File: src/rtl/div_issue_ctrl.sv
//------------------------------------------------------------------------------
// div_issue_ctrl: issue/writeback wrapper around the serial divider; W-operand
// extension, single in-flight tracking, multiplier/divider writeback merge.
//------------------------------------------------------------------------------
`default_nettype none

module div_issue_ctrl #(
  parameter int XLEN          = 64,
  parameter int TRANS_ID_BITS = 3
) (
  input  logic                     clk_i,
  input  logic                     rst_i,
  input  logic                     flush_i,
  input  logic                     fu_valid_i,
  output logic                     div_ready_o,
  input  logic [1:0]               op_i,
  input  logic                     word_i,
  input  logic [XLEN-1:0]          operand_a_i,
  input  logic [XLEN-1:0]          operand_b_i,
  input  logic [TRANS_ID_BITS-1:0] trans_id_i,
  output logic [XLEN-1:0]          div_op_a_o,
  output logic [XLEN-1:0]          div_op_b_o,
  output logic [1:0]               div_opcode_o,
  output logic [TRANS_ID_BITS-1:0] div_id_o,
  output logic                     div_in_vld_o,
  input  logic                     div_in_rdy_i,
  input  logic                     div_out_vld_i,
  output logic                     div_out_rdy_o,
  input  logic [TRANS_ID_BITS-1:0] div_id_i,
  input  logic [XLEN-1:0]          div_res_i,
  input  logic                     mul_valid_i,
  input  logic [XLEN-1:0]          mul_result_i,
  input  logic [TRANS_ID_BITS-1:0] mul_trans_id_i,
  output logic                     valid_o,
  output logic [XLEN-1:0]          result_o,
  output logic [TRANS_ID_BITS-1:0] trans_id_o
);

  typedef enum logic [1:0] {
    IDLE  = 2'd0,
    ISSUE = 2'd1,
    BUSY  = 2'd2
  } state_t;

  state_t                   state_q, state_d;
  logic [XLEN-1:0]          op_a_q, op_b_q;
  logic [1:0]               opcode_q;
  logic [TRANS_ID_BITS-1:0] id_q;
  logic                     word_q;

  logic                     accept;
  logic                     div_wb;
  logic [XLEN-1:0]          op_a_ext, op_b_ext;

  function automatic logic [XLEN-1:0] extend32(input logic [XLEN-1:0] v, input logic sgn);
    return {{(XLEN-32){sgn & v[31]}}, v[31:0]};
  endfunction

  // Ready is gated by rst_i so issue never sees a slot while reset is held.
  assign div_ready_o = (state_q == IDLE) & ~flush_i & ~rst_i;
  assign accept      = fu_valid_i & div_ready_o;

  assign op_a_ext = word_i ? extend32(operand_a_i, op_i[0]) : operand_a_i;
  assign op_b_ext = word_i ? extend32(operand_b_i, op_i[0]) : operand_b_i;

  assign div_in_vld_o  = (state_q == ISSUE) & ~flush_i;
  assign div_out_rdy_o = (state_q == BUSY) & ~mul_valid_i;
  assign div_wb        = (state_q == BUSY) & div_out_vld_i & ~flush_i;

  assign div_op_a_o   = op_a_q;
  assign div_op_b_o   = op_b_q;
  assign div_opcode_o = opcode_q;
  assign div_id_o     = id_q;

  always_comb begin
    state_d = state_q;
    case (state_q)
      IDLE:    if (accept) state_d = ISSUE;
      ISSUE:   if (div_in_rdy_i) state_d = BUSY;
      BUSY:    if (div_out_vld_i & ~mul_valid_i) state_d = IDLE;
      default: state_d = IDLE;
    endcase
    if (flush_i) state_d = IDLE;
  end

  always_ff @(posedge clk_i or posedge rst_i) begin
    if (rst_i) begin
      state_q  <= IDLE;
      op_a_q   <= '0;
      op_b_q   <= '0;
      opcode_q <= '0;
      id_q     <= '0;
      word_q   <= 1'b0;
    end else begin
      state_q <= state_d;
      if (flush_i) begin
        word_q <= 1'b0;
      end else if (accept) begin
        op_a_q   <= op_a_ext;
        op_b_q   <= op_b_ext;
        opcode_q <= op_i;
        id_q     <= trans_id_i;
        word_q   <= word_i;
      end
    end
  end

  // W results are sign-extended from bit 31 even for unsigned W ops.
  always_comb begin
    valid_o    = 1'b0;
    result_o   = '0;
    trans_id_o = '0;
    if (mul_valid_i) begin
      valid_o    = 1'b1;
      result_o   = mul_result_i;
      trans_id_o = mul_trans_id_i;
    end else if (div_wb) begin
      valid_o    = 1'b1;
      result_o   = word_q ? extend32(div_res_i, 1'b1) : div_res_i;
      trans_id_o = div_id_i;
    end
  end

endmodule

`default_nettype wire

File: config.mk
export PLATFORM = sky130hd
export DESIGN_NAME = div_issue_ctrl
export DESIGN_NICKNAME = d
export VERILOG_FILES = /design/src/rtl/div_issue_ctrl.sv
export SDC_FILE = /design/constraint.sdc
export NUM_CORES = 1
export LEC_CHECK = 0
export CORE_AREA = 4 4 185 187
export DETAILED_ROUTE_END_ITERATION = 6
export DIE_AREA = 0 0 189 191
export PLACE_DENSITY_LB_ADDON = 0.1
export SYNTH_ARGS = -nofsm -noshare
export SYNTH_HDL_FRONTEND = slang
export SYNTH_SLANG_ARGS = --single-unit
File: constraint.sdc
create_clock -name clk_i -period 5.32 [get_ports clk_i]
set_input_delay 0.532 -clock clk_i [delete_from_list [all_inputs] [get_ports clk_i]]
set_output_delay 0.532 -clock clk_i [all_outputs]
set_load 0.005 [all_outputs]
==> results.yml <==
critical_path:
  reg2reg_depth: 4
  cp_num_cells: 6
  cpMostUsedCell: "clkdlybuf4s50_1"
  end_kind: "output port"
  critPathLaunchType: "input pin"
  cp_slowest_stage_delay_ns: 0.65
  critPathKind: "input pin to output port"
  crit_fanout: 24
  worst_path_max_delay_cell: "clkdlybuf4s50_1"
  cp_num_buf_inv: 3
  critPathArrivalTime_ns: 3.06
  crit_required_ns: 4.79
  critical_path.top_delay_family: "buffers and inverters"
  path_cells: "clkdlybuf4s50_1, nor2b_1, and2_1, buf_4, a22o_1, clkdlybuf4s50_1"
clock_network:
  cts.path.max_buffers: 2
  clock-sinks: 136
  postCtsHoldBufs: 0
  path_clk_slew_ns: 0.06
  cts_inserted_buffers: 17
  cts_tree: "done"
  root_buffer: "clkbuf_16"
  htree_num_levels: 4
  cts-resized-gates: 0
  cts_setup_buffers: 0
  clock_latency_ns: 0.42
sta:
  finalSetupTns_ns: 0
  relSlewSlack_pct: 21.3
  fmax_mhz: 278
  report.final.slew_viol_count: 0
  finClkSkew_ns: 0.00737
  rsz0062_at_grt: "false"
  period_needed_ns: 3.59
  tightest_slew_ns: 1.18
  setup-violations-final: 0
  hold_violations: 0
  fin_crit_sh_pct: 67.6
pwr:
  combPwrFrac_pct: 31.5
  p_leak_nw: 5.55
  p_int_mw: 2.99
  swShare_pct: 25.7
  ir_drop_v: 0.000219
  clkPwrFrac_pct: 33.7
  switchingPower_mw: 1.03
  power_density_nw_per_um2: 317
  seqPwrFrac_pct: 34.7
  p_total_mw: 4.02
floorplanning:
  dieArea_sq_um: 36100
  core_area_sq_um: 32500
  start_util_pct: 21.1
  pin_count: 479
  die_h_um: 191
  die_w_um: 189
  row_count: 66
layout:
  fillers: 3237
  most-common-layout-cells: "clkdlybuf4s50_1, dfrtp_1, o21ai_0"
  layout_commonest_cell: "clkdlybuf4s50_1"
  area_growth_syn_to_layout_pct: 85.4
  drive_above_1_share_pct: 16.1
  nNetsFinal: 1334
synth:
  netlist_top_cells_area: "dfrtp_1, mux2_4, mux2_2"
  yosysWarnings: 0
  synth.avg_cell_area_sq_um: 11.4
  seq_area_frac_synth_pct: 49.8
  netlist_area_sq_um: 6840
  yosysTopAreaCellShare_pct: 49.8
  ys_types: 22
  netlist_instances: 601
  ys_seq_elements: 136
  synth_top_area_cell: "dfrtp_1"
  syn_nets: 876
drt:
  drt_pass1_iterations: 4
  routed_wl_um: 32500
  via_per_inst: 4.19
  drt-wirelength-per-cell_um: 21.4
  ant_nets: 0
  drt_iter0_drc: 208
  drc: 0
  num_vias: 6344
grt:
  grt_pass1_vias: 6911
  grt-ovfl-total: 0
  track_usage_pct: 17.3
  antenna_found_initial: 1
  grt_pass1_wl_um: 46700
  grt_max_degree: 73
status:
  outcome: "finished clean"
placement:
  port-buffer-count: 478
  gp_congestion: 0.798
  hpwl_um: 24800
flow_run:
  cap_viol_max_count: 0
min_path:
  worstHoldPathCells: 1
  worstHoldPathType: "register to register"
Yosys cell counts, drive strengths merged:
master and number:
dfrtp 136, mux2 134, o21ai 97, inv 67, a22o 35, a21oi 34
nand2 34, clkbuf 31, buf 18, nor2b 3, and2 2, nand3 2
nor2 2, nor3b 2, a21o 1, nand3b 1, nor3 1, nor4 1
layer usage:
| metal | wire, um | vias up | part of all wire, % | GRT usage [%] |
|---|---|---|---|---|
| met2 | 17200 | 293 | 53 | 32.2 |
| li1 | - | 2984 | - | - |
| met5 | 0 | - | 0 | 0 |
| met4 | 776 | 0 | 2.4 | 5.75 |
| met1 | 11500 | 3038 | 35 | 17.6 |
| met3 | 3020 | 29 | 9.3 | 7.30 |
stage by stage:
| step | utilization (%) | instance area [sq um] | setup WS [ns] | instances | hold slack (ns) |
|---|---|---|---|---|---|
| 2_1_floorplan | - | 6840 | 1.15 | 601 | 0.489 |
| 3_3_place_gp | 37.0 | 12000 | 1.68 | 1482 | 0.475 |
| 5_1_grt | 39.1 | 12700 | 1.55 | 1515 | 0.521 |
| 6_report | 39.1 | 12700 | 1.73 | 1515 | 0.497 |
| 4_1_cts | 39.0 | 12700 | 1.67 | 1514 | 0.504 |
| 3_5_place_dp | 37.0 | 12000 | 1.70 | 1482 | 0.480 |
final cells by class:
cell class / instances / area [sq um] / area share, %
Antenna cell: 1 / 2.50 / 0.0197
Clock buffer: 17 / 425 / 3.36
Clock inverter: 15 / 239 / 1.89
Inverter: 67 / 256 / 2.02
Multi-Input combinational cell: 349 / 2950 / 23.2
Sequential cell: 136 / 3400 / 26.9
Tap cell: 442 / 553 / 4.36
Timing Repair Buffer: 488 / 4850 / 38.3
cell families (layout without fill, tap and decap cells):
group / after synthesis / count (layout) / synth area share [%]
muxes: 134 / 134 / 25.4
buffers and inverters: 116 / 587 / 7.34
other: 0 / 1 / 0
DFF: 136 / 136 / 49.8
AOI/OAI and AO/OA: 167 / 167 / 14.2
and+or+nand+nor: 48 / 48 / 3.33
power groups by stage:
stage / Combinational (mW) / Sequential (mW) / Clock, mW
floorplan: 0.391 / 1.42 / 0
global placement: 1.30 / 1.40 / 0
detailed placement: 1.29 / 1.41 / 0
CTS: 1.30 / 1.40 / 1.41
global route: 1.36 / 1.43 / 1.45
finish: 1.27 / 1.40 / 1.36
worst paths after layout:
check                                                 from  slack, ns                    endpoint
worst max-delay path                               flush_i       1.73               trans_id_o[1]
worst min-delay path            div_op_a_o[37]$_DFFE_PP0P_       0.50  div_op_a_o[37]$_DFFE_PP0P_
worst max register to register      state_q[0]$_DFFE_PP0P_       2.94   div_op_a_o[5]$_DFFE_PP0P_
worst min register to register  div_op_a_o[37]$_DFFE_PP0P_       0.50  div_op_a_o[37]$_DFFE_PP0P_
max in group asynchronous                            rst_i       3.62  div_op_b_o[21]$_DFFE_PP0P_
min in group asynchronous                            rst_i       0.74          word_q$_DFFE_PP0P_
state kept, by name, indices dropped and copies added (netlist names):
signal / count
div_op_a_o: 64
div_id_o: 3
div_opcode_o: 2
word_q: 1
div_op_b_o: 64
state_q: 2
worst reg2reg max path, delay by kind of cell, from the launching register on:
kind	cells	cell delay, ns
buffers and inverters	1	0.51
flip-flops	1	0.47
multiplexers	1	0.40
AND/OR/NAND/NOR	2	0.89
Note: power is estimated with default switching activity, not from simulation.
